`src/rtl/count_capture.sv`:
```
// Event-triggered capture of a free-running count into a show-ahead FIFO with sticky overflow.
// Optional macro CAPTURE_FILTER_EN adds a 2-sample glitch filter on event_in.
module count_capture #(
  parameter int W     = 8,
  parameter int DEPTH = 4
) (
  input  logic                     clock,
  input  logic                     clear,
  input  logic [W-1:0]             count_in,
  input  logic                     event_in,
  output logic                     cap_valid,
  input  logic                     cap_ready,
  output logic [W-1:0]             cap_data,
  output logic [$clog2(DEPTH):0]   cap_level,
  output logic                     overflow
);

  localparam int AW = $clog2(DEPTH);
  localparam logic [AW:0] FULL_LEVEL = (AW+1)'(DEPTH);

  logic          evq;
  logic          evq_next;
  logic          capture;
  logic          pop;
  logic          push;
  logic          full;
  logic [AW-1:0] rd_ptr;
  logic [AW-1:0] wr_ptr;
  logic [W-1:0]  mem [DEPTH];

`ifdef CAPTURE_FILTER_EN
  logic ev_s;

  always_ff @(posedge clock or posedge clear) begin
    if (clear) ev_s <= 1'b0;
    else       ev_s <= event_in;
  end

  // evq only follows event_in once two consecutive samples agree
  assign evq_next = (event_in == ev_s) ? event_in : evq;
`else
  assign evq_next = event_in;
`endif

  assign capture   = evq_next & ~evq;
  assign full      = (cap_level == FULL_LEVEL);
  assign cap_valid = (cap_level != '0);
  assign pop       = cap_valid & cap_ready;
  assign push      = capture & (~full | pop);
  assign cap_data  = cap_valid ? mem[rd_ptr] : '0;

  always_ff @(posedge clock or posedge clear) begin
    if (clear) begin
      evq       <= 1'b0;
      overflow  <= 1'b0;
      rd_ptr    <= '0;
      wr_ptr    <= '0;
      cap_level <= '0;
    end else begin
      evq <= evq_next;
      if (capture && full && !pop) overflow <= 1'b1;
      if (push) wr_ptr <= wr_ptr + AW'(1);
      if (pop)  rd_ptr <= rd_ptr + AW'(1);
      // A simultaneous push and pop leaves the occupancy unchanged
      case ({push, pop})
        2'b10:   cap_level <= cap_level + 1'b1;
        2'b01:   cap_level <= cap_level - 1'b1;
        default: cap_level <= cap_level;
      endcase
    end
  end

  always_ff @(posedge clock or posedge clear) begin
    if (clear) begin
      for (int i = 0; i < DEPTH; i++) mem[i] <= '0;
    end else if (push) begin
      mem[wr_ptr] <= count_in;
    end
  end

endmodule

```
`config.mk`:
```
export PLATFORM = sky130hd
export DESIGN_NAME = count_capture
export DESIGN_NICKNAME = d
export VERILOG_FILES = /design/src/rtl/count_capture.sv
export SDC_FILE = /design/constraint.sdc
export NUM_CORES = 1
export LEC_CHECK = 0
export CAP_MARGIN = 5
export CORE_UTILIZATION = 55
export DETAILED_ROUTE_END_ITERATION = 7
export PLACE_DENSITY = 0.79
export RECOVER_POWER = 50
export SETUP_SLACK_MARGIN = 0.1
export SKIP_LAST_GASP = 1
export SLEW_MARGIN = 20
export SYNTH_ARGS = -nofsm -noshare
export SYNTH_HDL_FRONTEND = slang
export SYNTH_SLANG_ARGS = --single-unit
export TNS_END_PERCENT = 1
```
`constraint.sdc`:
```
create_clock -name clock -period 2.56 [get_ports clock]
set_input_delay 0.512 -clock clock [delete_from_list [all_inputs] [get_ports clock]]
set_output_delay 0.512 -clock clock [all_outputs]
set_load 0.05 [all_outputs]
```
==> run_results.csv <==
group,metric,value,unit
status,status,"finished clean",
timing,rsz0062_at_grt,"false",
place,gp_congestion,0.8136,
global_routing,grtUsageTotal,20.65,%
floorplanning,die_h,63.55,µm
yosys,ys_seq_area_share,49.25,%
critical_path,cp_max_fo,11,
route,routed_wl,3.577,mm
timing,period_minus_slack,2.304,ns
timing,setup_slack,0.2564,ns
min_path,hold_end,"overflow",
yosys,synth.distinct_cells,21,
global_routing,gr-total-overflow,0,
route,ant_nets,0,
yosys,yosysWarnings,0,
timing,period_share,89.99,%
floorplanning,dieArea,4038,µm²
cts,clk_path_buf_depth,2,
cells_and_area,regArea,1026,µm²
min_path,worstHoldPathCells,1,
cells_and_area,nets,181,
run,cap_violations,0,
route,wl_met1,1.641,mm
timing,fmax,0.4341,GHz
timing,hold_viol,0,
cells_and_area,fin_cells,209,
cts,holdBufCountCts,0,
critical_path,r2r-end,"cap_level[1]",
global_routing,grt_pass1_wl,6.154,mm
place,post-place-ws,0.06658,ns
cells_and_area,drive_gt1_share,40.49,%
cts,htree_num_levels,2,
floorplanning,ios,25,
route,wl_per_cell,17.11,µm
global_routing,grt_max_degree,42,
critical_path,crit_type,"flip-flop to output pin",
cts,clkSinkCount,41,
yosys,synthCells,129,
route,wl_met2,1.785,mm
yosys,syn_avg_cell_area,16.15,µm²
cells_and_area,multiInputGateArea,954.7,µm²
cts,cts_tree,"done",
cells_and_area,fillerInstances,252,
critical_path,r2r_slack,0.31,ns
critical_path,worstPathArrival,1.79,ns
cts,cts_buffers,5,
timing,worstMarginPinSlew,1.001,ns
floorplanning,initial_utilization,60.06,%
floorplanning,core,3468,µm²
route,via_count,1132,
route,drt_iter0_drc,38,
place,placed_cells,202,
timing,finalSetupTns,0,ns
critical_path,worstRegToRegCells,6,
timing,final-setup-viol-count,0,
critical_path,critPathRequiredTime,2.05,ns
floorplanning,die_w,63.55,µm
timing,maxSlewViolCount,0,
critical_path,r2r-start,"cap_level[1]",
critical_path,end_kind,"output pin",
cts,cts.clk_slew.worst_paths,0.07,ns
cts,root_buffer,"clkbuf_8",
floorplanning,rows,21,
cts,clk_latency,0.28,ns
min_path,min_from,"overflow",
timing,max-slew-margin-rel,33.24,%
route,top_layer,"met4",
yosys,ys_ff_latch,41,
route,drt-pass1-iter-count,3,
global_routing,antenna_found_initial,0,
route,route.met3.wl,110,µm
cells_and_area,final_core_util,70.42,%
route,vias_per_cell,5.416,
cells_and_area,num_antenna_cells,0,
timing,fin_worst_skew,0.003013,ns
yosys,synth_fp_nets,147,
place,dp_hpwl,2.441,mm
place,portBuffers,24,
cells_and_area,area_growth,17.24,%
route,drc_errors,0,
yosys,syn-cell-area,2083,µm²
critical_path,critPathLaunchType,"flip-flop",
global_routing,grt_pass1_vias,1238,
min_path,hold_path.class,"flip-flop to flip-flop",
cells in the final DEF (no fill, tap or decap), drive strengths merged:
cell and instances:
mux2 33, buf 16, xor2 3, nor4b 1
or3 1, clkbuf 9, dlygate4sd2 1, xnor2 3
fa 1, dlygate4sd3 2, nor3b 1, mux4 8
inv 8, mux2i 1, and2 9, clkdlybuf4s50 13
nor2 1, ha 5, dfrtp 41, nand3 1
and4b 4, a31o 1
worst max-delay path, stage by stage, from the launching register on:
cell and delay, ns:
dfrtp_1 0.41, or3_2 0.62, dlygate4sd2_1 0.47
cell type report:
cell class                      instances  share of cell area [%]
Tap cell                               46                   2.357
Sequential cell                        41                   42.01
Multi-Input combinational cell         73                   39.09
Timing Repair Buffer                   34                   11.78
Inverter                                8                   1.230
Clock buffer                            7                   3.535
cell families (layout without fill, tap and decap cells):
| logic type | Yosys count | after routing | share of synthesized area, % |
|---|---|---|---|
| muxes | 42 | 42 | 32.73 |
| DFF | 41 | 41 | 49.25 |
| and+or+nand+nor | 18 | 18 | 6.907 |
| buffers and inverters | 15 | 49 | 4.204 |
| adders and majority gates | 6 | 6 | 3.964 |
| xor gates and xnor gates | 6 | 6 | 2.523 |
| AOI/OAI and AO/OA | 1 | 1 | 0.4205 |
stage by stage:
step	area, µm²	hold WS, ns
finish	2442	0.4867
global route	2442	0.5061
CTS	2464	0.4900
detailed placement	2379	0.4689
global placement	2379	0.4557
floorplan	2085	0.4764
per-layer routing:
metal / GRT usage (%) / vias to the layer above
met5: 0 / -
met4: 6.818 / 0
met3: 4.710 / 5
met2: 31.91 / 17
met1: 28.76 / 590
li1: - / 520
state kept, by name, summed over array words and instances, names as in the netlist:
| signal | flops |
|---|---|
| mem | 32 |
| cap_level | 3 |
| rd_ptr | 2 |
| wr_ptr | 2 |
| evq | 1 |
| overflow | 1 |
synth_stat cells, drive strengths merged:
| cell type | number | area share [%] |
|---|---|---|
| a31o | 1 | 0.42 |
| and2 | 9 | 2.7 |
| and4b | 4 | 1.9 |
| buf | 5 | 2.4 |
| clkbuf | 2 | 0.36 |
| dfrtp | 41 | 49 |
| fa | 1 | 0.96 |
| ha | 5 | 3.0 |
| inv | 8 | 1.4 |
| mux2 | 33 | 24 |
| mux2i | 1 | 0.48 |
| mux4 | 8 | 8.6 |
| nand3 | 1 | 0.24 |
| nor2 | 1 | 0.18 |
| nor3b | 1 | 0.36 |
| nor4b | 1 | 1.1 |
| or3 | 1 | 0.36 |
| xnor2 | 3 | 1.3 |
| xor2 | 3 | 1.3 |
worst max-delay path by stage:
stage | endpoint | startpoint | slack (ns) | cells after the start
finish | cap_valid | cap_level[1] | 0.26 | 2
global route | cap_level[2] | cap_ready | 0.12 | 10
detailed placement | cap_level[2] | cap_ready | 0.07 | 10
CTS | cap_valid | cap_level[1] | 0.20 | 2
floorplan | cap_data[0] | cap_level[0] | 0.25 | 3
global placement | cap_level[2] | cap_ready | 0.13 | 10
repair_timing:
action                                  in CTS  in global routing
hold endpoints to repair                     0                  0
resized for setup                            1                  0
endpoints found under the setup margin       1                  0
setup buffers                                0                  0
Power is not shown: default switching activity piles up to over one toggle a cycle in this logic, so the estimate is an artifact.
